File: src/rtl/uart_stream_pkg.sv
package uart_stream_pkg;

  typedef enum logic [3:0] {
    ST_IDLE,
    ST_SYNC,
    ST_HDR_R,
    ST_HDR_C,
    ST_HDR_B,
    ST_FETCH,
    ST_DATA,
    ST_CSUM,
    ST_GAP
  } state_e;

  localparam logic [7:0] DEFAULT_SYNC_BYTE = 8'hA5;

  function automatic int unsigned bytes_per_row(input int unsigned cols, input int unsigned bpc);
    return (cols * bpc) / 8;
  endfunction

endpackage

File: src/rtl/uart_byte_tx.sv
module uart_byte_tx #(
  parameter int unsigned BPS_NUM = 434
) (
  input  logic       clk,
  input  logic       rst,
  input  logic [7:0] byte_data,
  input  logic       byte_valid,
  output logic       byte_ready,
  output logic       uart_tx
);

  localparam int unsigned CNT_W = $clog2(BPS_NUM);
  localparam logic [CNT_W-1:0] CNT_LAST = CNT_W'(BPS_NUM - 1);

  logic [9:0]       shift_q, shift_d;
  logic [3:0]       bit_q, bit_d;
  logic [CNT_W-1:0] cnt_q, cnt_d;
  logic             active_q, active_d;

  // The shift register refills with ones, so its LSB doubles as the idle-high line.
  always_comb begin
    shift_d  = shift_q;
    bit_d    = bit_q;
    cnt_d    = cnt_q;
    active_d = active_q;
    if (!active_q) begin
      if (byte_valid) begin
        shift_d  = {1'b1, byte_data, 1'b0};
        bit_d    = '0;
        cnt_d    = '0;
        active_d = 1'b1;
      end
    end else if (cnt_q == CNT_LAST) begin
      cnt_d   = '0;
      shift_d = {1'b1, shift_q[9:1]};
      if (bit_q == 4'd9) begin
        active_d = 1'b0;
      end else begin
        bit_d = bit_q + 4'd1;
      end
    end else begin
      cnt_d = cnt_q + 1'b1;
    end
  end

  always_ff @(posedge clk) begin
    if (rst) begin
      shift_q  <= '1;
      bit_q    <= '0;
      cnt_q    <= '0;
      active_q <= 1'b0;
    end else begin
      shift_q  <= shift_d;
      bit_q    <= bit_d;
      cnt_q    <= cnt_d;
      active_q <= active_d;
    end
  end

  assign byte_ready = !active_q;
  assign uart_tx    = shift_q[0];

endmodule

File: src/rtl/uart_frame_streamer.sv
module uart_frame_streamer
  import uart_stream_pkg::*;
#(
  parameter int unsigned AREA_ROW   = 32,
  parameter int unsigned AREA_COL   = 16,
  parameter int unsigned BPC        = 2,
  parameter int unsigned ROW_ADDR_W = 5,
  parameter int unsigned BPS_NUM    = 434,
  parameter logic [7:0]  SYNC_BYTE  = DEFAULT_SYNC_BYTE,
  parameter int unsigned FRAME_GAP  = 1024
) (
  input  logic                      clk,
  input  logic                      rst,
  input  logic                      cont_mode,
  input  logic                      frame_req,
  output logic                      bitmap_rd,
  output logic [ROW_ADDR_W-1:0]     bitmap_row,
  input  logic [AREA_COL*BPC-1:0]   bitmap_data,
  output logic                      uart_tx,
  output logic                      busy,
  output logic                      frame_done
);

  localparam int unsigned ROW_W    = AREA_COL * BPC;
  localparam int unsigned BPR      = bytes_per_row(AREA_COL, BPC);
  localparam int unsigned GAP_LAST = (FRAME_GAP == 0) ? 0 : FRAME_GAP - 1;
  localparam logic [7:0]  BYTE_LAST = 8'(BPR - 1);
  localparam logic [ROW_ADDR_W-1:0] ROW_LAST = ROW_ADDR_W'(AREA_ROW - 1);

  state_e                state_q, state_d;
  logic [ROW_ADDR_W-1:0] row_q, row_d;
  logic [7:0]            byte_idx_q, byte_idx_d;
  logic [ROW_W-1:0]      rowbuf_q, rowbuf_d;
  logic [7:0]            csum_q, csum_d;
  logic                  mode_q, mode_d;
  logic                  fetch_wait_q, fetch_wait_d;
  logic                  csum_sent_q, csum_sent_d;
  logic [31:0]           gap_cnt_q, gap_cnt_d;

  logic       byte_valid;
  logic       byte_ready;
  logic [7:0] tx_byte;
  logic       csum_en;

  always_comb begin
    state_d      = state_q;
    row_d        = row_q;
    byte_idx_d   = byte_idx_q;
    rowbuf_d     = rowbuf_q;
    csum_d       = csum_q;
    mode_d       = mode_q;
    fetch_wait_d = fetch_wait_q;
    csum_sent_d  = csum_sent_q;
    gap_cnt_d    = gap_cnt_q;
    bitmap_rd    = 1'b0;
    byte_valid   = 1'b0;
    tx_byte      = 8'h00;
    csum_en      = 1'b0;
    frame_done   = 1'b0;

    case (state_q)
      ST_IDLE: begin
        if (cont_mode || frame_req) begin
          mode_d  = cont_mode;
          csum_d  = '0;
          row_d   = '0;
          state_d = ST_SYNC;
        end
      end
      ST_SYNC: begin
        byte_valid = 1'b1;
        tx_byte    = SYNC_BYTE;
        if (byte_ready) state_d = ST_HDR_R;
      end
      ST_HDR_R: begin
        byte_valid = 1'b1;
        csum_en    = 1'b1;
        tx_byte    = 8'(AREA_ROW);
        if (byte_ready) state_d = ST_HDR_C;
      end
      ST_HDR_C: begin
        byte_valid = 1'b1;
        csum_en    = 1'b1;
        tx_byte    = 8'(AREA_COL);
        if (byte_ready) state_d = ST_HDR_B;
      end
      ST_HDR_B: begin
        byte_valid = 1'b1;
        csum_en    = 1'b1;
        tx_byte    = 8'(BPC);
        if (byte_ready) state_d = ST_FETCH;
      end
      // Two-cycle fetch: strobe, then capture on the following cycle.
      ST_FETCH: begin
        if (!fetch_wait_q) begin
          bitmap_rd    = 1'b1;
          fetch_wait_d = 1'b1;
        end else begin
          rowbuf_d     = bitmap_data;
          fetch_wait_d = 1'b0;
          byte_idx_d   = '0;
          state_d      = ST_DATA;
        end
      end
      ST_DATA: begin
        byte_valid = 1'b1;
        csum_en    = 1'b1;
        for (int unsigned k = 0; k < BPR; k++) begin
          if (byte_idx_q == 8'(k)) tx_byte = rowbuf_q[k*8 +: 8];
        end
        if (byte_ready) begin
          if (byte_idx_q == BYTE_LAST) begin
            if (row_q == ROW_LAST) begin
              state_d = ST_CSUM;
            end else begin
              row_d   = row_q + 1'b1;
              state_d = ST_FETCH;
            end
          end else begin
            byte_idx_d = byte_idx_q + 8'd1;
          end
        end
      end
      // Ready returning after the accepted checksum marks the end of its stop bit.
      ST_CSUM: begin
        if (!csum_sent_q) begin
          byte_valid = 1'b1;
          tx_byte    = csum_q;
          if (byte_ready) csum_sent_d = 1'b1;
        end else if (byte_ready) begin
          frame_done  = 1'b1;
          csum_sent_d = 1'b0;
          gap_cnt_d   = '0;
          state_d     = mode_q ? ST_GAP : ST_IDLE;
        end
      end
      ST_GAP: begin
        if (gap_cnt_q >= 32'(GAP_LAST)) begin
          state_d = ST_IDLE;
        end else begin
          gap_cnt_d = gap_cnt_q + 32'd1;
        end
      end
      default: state_d = ST_IDLE;
    endcase

    if (csum_en && byte_valid && byte_ready) csum_d = csum_q ^ tx_byte;
  end

  always_ff @(posedge clk) begin
    if (rst) begin
      state_q      <= ST_IDLE;
      row_q        <= '0;
      byte_idx_q   <= '0;
      rowbuf_q     <= '0;
      csum_q       <= '0;
      mode_q       <= 1'b0;
      fetch_wait_q <= 1'b0;
      csum_sent_q  <= 1'b0;
      gap_cnt_q    <= '0;
    end else begin
      state_q      <= state_d;
      row_q        <= row_d;
      byte_idx_q   <= byte_idx_d;
      rowbuf_q     <= rowbuf_d;
      csum_q       <= csum_d;
      mode_q       <= mode_d;
      fetch_wait_q <= fetch_wait_d;
      csum_sent_q  <= csum_sent_d;
      gap_cnt_q    <= gap_cnt_d;
    end
  end

  assign bitmap_row = row_q;
  assign busy       = (state_q != ST_IDLE) && (state_q != ST_GAP);

  uart_byte_tx #(
    .BPS_NUM(BPS_NUM)
  ) u_byte_tx (
    .clk       (clk),
    .rst       (rst),
    .byte_data (tx_byte),
    .byte_valid(byte_valid),
    .byte_ready(byte_ready),
    .uart_tx   (uart_tx)
  );

endmodule

File: config.mk
export PLATFORM = sky130hd
export DESIGN_NAME = uart_frame_streamer
export DESIGN_NICKNAME = d
export VERILOG_FILES = /design/src/rtl/uart_stream_pkg.sv /design/src/rtl/uart_byte_tx.sv /design/src/rtl/uart_frame_streamer.sv
export SDC_FILE = /design/constraint.sdc
export NUM_CORES = 1
export LEC_CHECK = 0
export CORE_MARGIN = 3
export CORE_UTILIZATION = 55
export CTS_CLUSTER_SIZE = 25
export DETAILED_ROUTE_END_ITERATION = 10
export PLACE_DENSITY = 0.81
export SLEW_MARGIN = 10
export SYNTH_ARGS = -nofsm -noshare
export SYNTH_HDL_FRONTEND = slang
export SYNTH_HIERARCHICAL = 1
export SYNTH_SLANG_ARGS = --single-unit
File: constraint.sdc
create_clock -name clk -period 4.7 [get_ports clk]
set_clock_uncertainty 0.1 [all_clocks]
set_input_delay 0.705 -clock clk [delete_from_list [all_inputs] [get_ports clk]]
set_output_delay 0.705 -clock clk [all_outputs]
set_load 0.05 [all_outputs]
Word-level counts from Yosys, hierarchy flattened:

Cells that the tools add are included.

* add/sub/neg operators: 5
* $mul: 0
* div/mod/pow operators: 0
* magnitude comparators: 1
* eq/ne operators: 31
* shift operators: 0
* mux-type cells: 60
* bitwise operators: 1
* reductions and logical operators: 25

Operator list (number)
* 32-bit two-way mux: 3
* 8-bit two-way mux: 11
* 4-bit two-way mux: 16
* 32-bit case mux with 2 select lines: 1
* 8-bit case mux with 6 select lines: 1
* 4-bit case mux with 9 select lines: 1
* 32-bit by 1-bit adder with 32-bit output (second input constant): 1
* 32-bit by 10-bit greater-or-equal comparator with 1-bit output (second input constant): 1
* 2-bit inequality test (second input constant): 16
* 10-bit two-way mux: 3
* 9-bit two-way mux: 3
* 5-bit two-way mux: 4
* 4-bit by 3-bit == test with 1-bit output (second input constant): 4
* 8-bit by 2-bit == test with 1-bit output (second input constant): 2
* 8-bit case mux with 2 select lines: 1
* 1-bit two-way mux: 13
* 2-bit nonzero test: 6
* 11-bit AND reduction: 1
* 5-bit case mux with 2 select lines: 1
* 9-bit by 1-bit adder with 9-bit output (second input constant): 1
* 9-bit == test (second input constant): 1
* 8-bit by 1-bit adder with 8-bit output (second input constant): 1
* 4-bit by 2-bit == test with 1-bit output (second input constant): 2
* 4-bit == test (second input constant): 2
* other kinds (21): 27

* register bits: 116
* latch bits: 0
* memory bits (writable): 0
* ROM bits: 0
* bits of input ports: 36
* output and inout port bits: 9
* logic and storage cells: 136
* memories kept: 0

Depth between registers and ports, before layout:

* depth after elaboration: 8
* gate-level depth with buffers: 10
* depth with buffers taken out: 9

By module:

Netlist, hierarchy kept.

Modules (own cells, without submodules)
* uart_frame_streamer: times used 1, cells each 533, area an instance 4341.7 sq um, seq. area each 1841.8 sq um
* uart_byte_tx: times used 1, cells each 132, area an instance 1146.1 sq um, seq. area each 460.4 sq um

Least setup slack after synthesis:

No wires, ideal clock.

* path kind: register -> output
* from: register state_q[1]
* to: output bitmap_rd
* arrival: 2.328 ns
* data required time: 3.895 ns
* setup slack: 1.567 ns
* cell stages (with the launch flop): 5
* path buffers: 3
* path through: dfxtp_1 buf_2 buf_2 clkbuf_1 nor4_1

* longest elaborated chain between the ends: 2

Ends and longest elaborated chain
* start: declaration: RTL line uart_frame_streamer.sv:30 `state_e state_q, state_d;`
* start signal: assignment: RTL line uart_frame_streamer.sv:162 `state_q <= state_d;`
* 4-bit by 3-bit == test with 1-bit output: RTL line uart_frame_streamer.sv:61 `case (state_q)`
* 1-bit two-way mux: RTL line uart_frame_streamer.sv:61
* end: declaration: RTL line uart_frame_streamer.sv:16 `output logic bitmap_rd,`

Every way passes these cells.

Worst setup path after layout:

* from: register state_q[1]
* to: output frame_done

* longest elaborated chain between the ends: 2

Ends and longest elaborated chain
* 4-bit by 3-bit == test with 1-bit output: RTL line uart_frame_streamer.sv:61
* 1-bit two-way mux: RTL line uart_frame_streamer.sv:61
* end: declaration: RTL line uart_frame_streamer.sv:21 `output logic frame_done`

Every way passes these cells.

==> impl_metrics.ini <==
[status]
status = complete, no violations

[routing]
firstDrtPassIters = 5
wl_mm = 12.9
drtIter0Drc = 358
ant_nets = 0
vias = 4851
drc = 0
vias_per_cell = 5.84
wire_per_inst_um = 15.6

[die]
dieArea_um2 = 11200
core_um2 = 9460
rows = 35
die_x_um = 106
ios = 45
initial_core_util_pct = 58.0
die-height_um = 106

[critical_path]
cp_cell_sequence = and4b_1 -> and2_1 -> clkdlybuf4s50_1
cp-start-kind = flip-flop
max_stage_delay_ns = 0.84
crit_family = flip-flops
cp_data_arrival_time_ns = 2.77
crit_fanout = 29
cp_slowest_cell = dfxtp_1
cp.required_ns = 3.89
cp-end-kind = output pin
path_buf_inv = 1
worst-setup-path-type = reg2out

[power]
power.density_nw_per_um2 = 473
ir_drop_mv = 0.359
clkPwrFrac_pct = 42.5
power_frac_seq_pct = 36.8
p_sw_share_pct = 30.1
p_comb_share_pct = 20.7
switching_power_uw = 930
power_leakage_nw = 2.35
p_int_mw = 2.16

[sta]
fin_tns_setup_ns = 0
setup_viol = 0
hold_ws_ns = 0.358
hold_viol = 0
slew_viol_final = 0
min_period_ns = 3.58
fin_ws_ns = 1.12
fmaxAchievable_mhz = 280
worst_pin_slew_ns = 1.18
post-route-period-util_pct = 76.1
rsz0062_at_grt = false
relSlewSlack_pct = 19.9

[cts]
insertion_delay_ns = 0.52
cts_sinks = 115
cts_resized = 0
clockRootBuffer = clkbuf_8
cts_buffer_depth = 2
cts_tree = yes
cts-hold-fix-buffers = 0
cts_inserted_buffers = 17
cts_setup_buffers = 0
path_clk_slew_ns = 0.06
htree_levels = 4

[placement]
io_buffers = 44
dp_slack_ns = 1.69
dpl_cell_area_um2 = 5910
hpwl_mm = 8.58
gp_congestion = 0.833

[global_route]
grt_pass1_vias = 4570
track_usage_pct = 23.6
antenna_found_initial = 0
grt-ovfl-total = 0
grt_max_degree = 66
grt_pass1_wl_mm = 21.7

[synthesis]
ys_types = 70
syn_area_per_cell_um2 = 8.25
syn_area_um2 = 5490
synth_edf_count = 0
ys.flop_type = dfxtp_1
ys_seq_area_share_pct = 42.0
async_flop_share_pct = 0
synth_fp_nets = 713
ys_ff_latch = 115
ys_warn_count = 6
synthCells = 665

[cells_and_area]
design_area_um2 = 6530
area_growth_pct = 18.9
nNetsFinal = 736
drive_gt1_share_pct = 7.70
antenna-diode-count = 0

[worst_hold_path]
hp-class = reg2reg

[run]
maxCapViolCount = 0
[cell usage in the layout, fill, tap and decap left out, types with 18 or more instances in the layout]
cell type	n
dfxtp_1	115
nand2_1	111
a21oi_1	63
nor2_1	46
clkdlybuf4s50_1	43
o21ai_0	25
and2_1	20
inv_1	18
[power groups by stage]
stage	Sequential [mW]	Clock, mW	Combinational [mW]
4_1_cts	1.13	1.33	0.632
2_1_floorplan	1.11	0	0.513
3_5_place_dp	1.15	0	0.626
5_1_grt	1.15	1.38	0.701
6_report	1.14	1.31	0.639
3_3_place_gp	1.15	0	0.612
[worst paths after layout]
check	startpoint	endpoint	slack (ns)	cells past startpoint
worst max-delay path	state_q[1]	frame_done	1.12	3
worst max register to register	state_q[2]	byte_idx_q[5]	1.85	5
worst min register to register	rowbuf_q[12]	rowbuf_q[12]	0.36	2
worst min-delay path	rowbuf_q[12]	rowbuf_q[12]	0.36	2
[flip-flops by register name (all words and copies together) (netlist names)]
signal              flops
gap_cnt_q              32
rowbuf_q               32
u_byte_tx/cnt_q         9
u_byte_tx/shift_q       9
byte_idx_q              8
csum_q                  8
bitmap_row              5
state_q                 4
u_byte_tx/bit_q         4
csum_sent_q             1
fetch_wait_q            1
mode_q                  1
u_byte_tx/active_q      1
[cell usage after synthesis (3+ instances only)]
cell	instances	area [µm²]
nor2b_1	6	37.5
o21bai_1	6	45.0
and3_1	10	62.6
nor3_1	16	80.1
inv_1	18	67.6
o2111ai_1	5	43.8
a31o_2	5	43.8
and2_1	20	125
or3_1	5	31.3
nor4_1	8	50.1
o21ai_0	25	125
nand4_1	9	56.3
and4b_1	3	30.0
and4_1	4	35.0
clkbuf_1	27	101
dfxtp_1	115	2300
xor2_1	12	105
a22oi_1	7	52.6
nor3b_1	4	30.0
nand2b_1	3	18.8
o21a_1	6	45.0
xnor2_1	5	43.8
mux2i_1	7	70.1
buf_2	10	50.1
a21oi_1	63	315
nand2_1	111	417
nand3_1	16	80.1
ha_1	12	150
o22ai_1	9	56.3
a311oi_1	6	52.6
nor2_1	46	173
or2_2	5	31.3
nand4b_1	8	70.1
nand3b_1	10	75.1
[cells by family (layout without fill, tap and decap cells)]
group / Yosys count / count (layout) / share of synthesized area (%)
AND/OR/NAND/NOR: 297 / 297 / 28.2
flip-flops: 115 / 115 / 42.0
adder cells (fa/ha/maj): 13 / 13 / 2.92
multiplexers: 7 / 7 / 1.28
buffers and inverters: 60 / 96 / 4.61
AO/OA/AOI/OAI: 156 / 156 / 18.3
XOR/XNOR: 17 / 17 / 2.71
[metal layers]
| layer | GRT usage [%] | share of wire, % | up-vias |
|---|---|---|---|
| li1 | - | - | 2406 |
| met1 | 32.0 | 46 | 2310 |
| met2 | 37.0 | 47 | 116 |
| met3 | 5.65 | 5.0 | 19 |
| met4 | 8.05 | 1.3 | 0 |
| met5 | 0 | 0 | - |
[area by class of cell]
type,count,area (µm²)
multi-input cells,490,2930
fillers,765,2930
flip-flops and latches,115,2300
clock buffers,23,487
repair buffers,46,450
well taps,129,161
clock inverters,9,125
inverters,18,67.6
[worst reg2reg max path, cell delays in order (launching register included)]
cell,delay [ns]
dfxtp_1,0.82
nand2_1,0.20
nor3_1,0.32
nand2_1,0.69
nand2b_1,0.51
nor2_1,0.09
[per-stage QoR]
stage	utilization, %	total power, mW	instances
after detailed placement	62.5	1.78	798
final	69.0	3.09	830
after global placement	62.5	1.76	798
after floorplan	-	1.62	665
after global routing	69.0	3.23	830
after CTS	69.0	3.09	830
Power figures use the tool's default switching activity.
==> patch, RTL diff (same flow settings) <==
The 9 states of `state_e` get a Gray code encoding in 4 bits.
--- a/src/rtl/uart_stream_pkg.sv
+++ b/src/rtl/uart_stream_pkg.sv
@@ -1,15 +1,15 @@
 package uart_stream_pkg;
 
   typedef enum logic [3:0] {
-    ST_IDLE,
-    ST_SYNC,
-    ST_HDR_R,
-    ST_HDR_C,
-    ST_HDR_B,
-    ST_FETCH,
-    ST_DATA,
-    ST_CSUM,
-    ST_GAP
+    ST_IDLE  = 4'b0000,
+    ST_SYNC  = 4'b0001,
+    ST_HDR_R = 4'b0011,
+    ST_HDR_C = 4'b0010,
+    ST_HDR_B = 4'b0110,
+    ST_FETCH = 4'b0111,
+    ST_DATA  = 4'b0101,
+    ST_CSUM  = 4'b0100,
+    ST_GAP   = 4'b1100
   } state_e;
 
   localparam logic [7:0] DEFAULT_SYNC_BYTE = 8'hA5;
Formal check against the unedited RTL: same outputs for any inputs over 10 cycles, from zero or initial values and one cycle with rst high; not proved beyond that.
==> patch against the unedited design <==
Setup slack better by 0.032 ns. Power shrank 1.4%. Combinational power decreased by 4.1%. Sequential cell count unchanged. Final cell count decreased by 1.3%. Count of clock-buffer cells in the layout down 1. Critical endpoint unchanged. Sequential share of layout area grew 0.17 points. Largest cell class unchanged. Wire length is 2.4% lower. Maximum frequency increased by 0.90%. Area after synthesis decreased by 0.46%. Highest routed layer unchanged. Final area down 0.48%. Global-route usage decreased by 0.75 points.
==> patch: results (changes against the unedited design) <==
| Metric | Value |
|---|---|
| Drt first pass iters | 5 (unchanged) |
| CP arrival | 2.74 ns (was 2.77 ns) |
| Fin nets | 726 (was 736) |
| Hold depth | 1 (was 2) |
| Final HPWL DP | 8.31 mm (was 8.58 mm) |
| Number of DRC markers in iteration 0 | 311 (was 358) |
| Worst Hold Endpoint | gap_cnt_q[23] (was rowbuf_q[12]) |
| Min-Delay Startpoint | gap_cnt_q[23] (was rowbuf_q[12]) |
| Clock Path Buffers | 2 (unchanged) |
| Worst reg2reg setup slack | 1.95 ns (was 1.85 ns) |
| FF-to-FF path depth | 5 (unchanged) |
| First-pass GRT wire length | 21.0 mm (was 21.7 mm) |
| VDD IR max | 275 uV (was 359 uV) |
| Yosys warns | 6 (unchanged) |
| CTS root buffer | clkbuf_8 (unchanged) |
| Largest cells by area after synthesis | dfxtp_1 42%, nand2_1 7.1%, a21oi_1 5.3% (was dfxtp_1 42%, nand2_1 7.6%, a21oi_1 5.7%) |
| Top_reg_cell synth | dfxtp_1 (unchanged) |
| Clock transition at path regs | 0.05 ns |
| Sequential area share after synthesis | 42.1% (was 42.0%) |
| Vias in the first global route | 4486 (was 4570) |
| Overall Global Routing Usage | 22.9% (was 23.6%) |
| Outcome | finished clean (unchanged) |
| Vias per cell | 5.90 (was 5.84) |
| Hold Path Class | register to register (unchanged) |
| Top post-synthesis cells by count | 115 x dfxtp_1, 104 x nand2_1, 58 x a21oi_1 (was 115 x dfxtp_1, 111 x nand2_1, 63 x a21oi_1) |
| Biggest regs | gap_cnt_q (32), rowbuf_q (32) (unchanged) |
| Mapped Nets | 703 (was 713) |
| Initial antenna violation count | 0 (unchanged) |
| Filler cells | 751 (was 765) |
| Drt total wl | 12.6 mm (was 12.9 mm) |
| Hold_ws | 0.359 ns (was 0.358 ns) |
| Slew margin rel. | 27.0% (was 19.9%) |
| Reg2reg end | byte_idx_q[7] (was byte_idx_q[5]) |
| Post-CTS setup buffers | 0 (unchanged) |
| Critical R2R Launch | state_q[1] (was state_q[2]) |
| CTS buffer count | 17 (unchanged) |
| Routability Congestion | 0.836 (was 0.833) |
| Layout cells sized above 1 | 7.97% (was 7.70%) |
| Synth unique cells | 70 (unchanged) |
| Largest net degree at the start of global routing | 58 (was 66) |
| Post-cts sizing count | 0 (unchanged) |
| Port-buffer cells | 44 (unchanged) |
| Critical Path Fanout Max | 22 (was 29) |
| Clk Latency, worst-skew pair | 0.51 ns |
| Leak | 2.37 nW (was 2.35 nW) |
| Async S/R FF share, synth | 0% (unchanged) |
==> patch: per-layer routing <==
layer / part of all wire [%] / up-vias / GRT usage (%)
li1: - / 2385 / -
met1: 46 / 2292 / 30.3
met2: 48 / 136 / 36.6
met3: 5.3 / 16 / 5.88
met4: 0.99 / 0 / 7.12
met5: 0 / - / 0
==> patch: cell type report <==
type	instances	area share (%)
flip-flops and latches	115	35.4
inverters	20	1.16
repair buffers	47	7.05
clock buffers	22	7.13
clock inverters	9	1.98
multi-input cells	477	44.8
well taps	129	2.49
==> patch: how the worst max path moves through the flow <==
stage                from    endpoint  slack, ns  depth (start not counted)
5_1_grt        state_q[2]  frame_done       1.00                          3
2_1_floorplan  state_q[1]        busy       2.41                          3
3_3_place_gp   state_q[2]  frame_done       1.75                          3
6_report       state_q[2]  frame_done       1.16                          3
4_1_cts        state_q[2]  frame_done       1.14                          3
3_5_place_dp   state_q[2]  frame_done       1.69                          3
==> patch: through the flow <==
stage | worst slack (ns) | cell area, sq um | total power, mW | instances
finish | 1.16 | 6490 | 3.05 | 819
CTS | 1.14 | 6490 | 3.05 | 819
global placement | 1.75 | 5900 | 1.73 | 788
floorplan | 2.41 | 5460 | 1.61 | 655
global route | 1.00 | 6490 | 3.17 | 819
detailed placement | 1.69 | 5900 | 1.76 | 788
==> patch: critical path: stages (launching register included) <==
cell	delay [ns]
dfxtp_1	0.69
nor4b_2	0.52
and2_1	0.20
clkdlybuf4s50_1	0.81
==> patch: report_power, final <==
part	switching, mW	total (mW)	internal, mW
clock	0.442	1.29	0.844
sequential	0.102	1.15	1.04
combinational	0.370	0.613	0.242
total	0.914	3.05	2.13
==> patch: kinds of logic (layout without fill, tap and decap cells) <==
logic type,count (synthesis),in the layout,synth area share [%]
AND/OR/NAND/NOR,301,301,29.8
multiplexers,8,8,1.49
flip-flops,115,115,42.1
adder cells (fa/ha/maj),12,12,2.75
AO/OA/AOI/OAI,141,141,16.8
XOR/XNOR,15,15,2.40
buffers and inverters,63,98,4.65
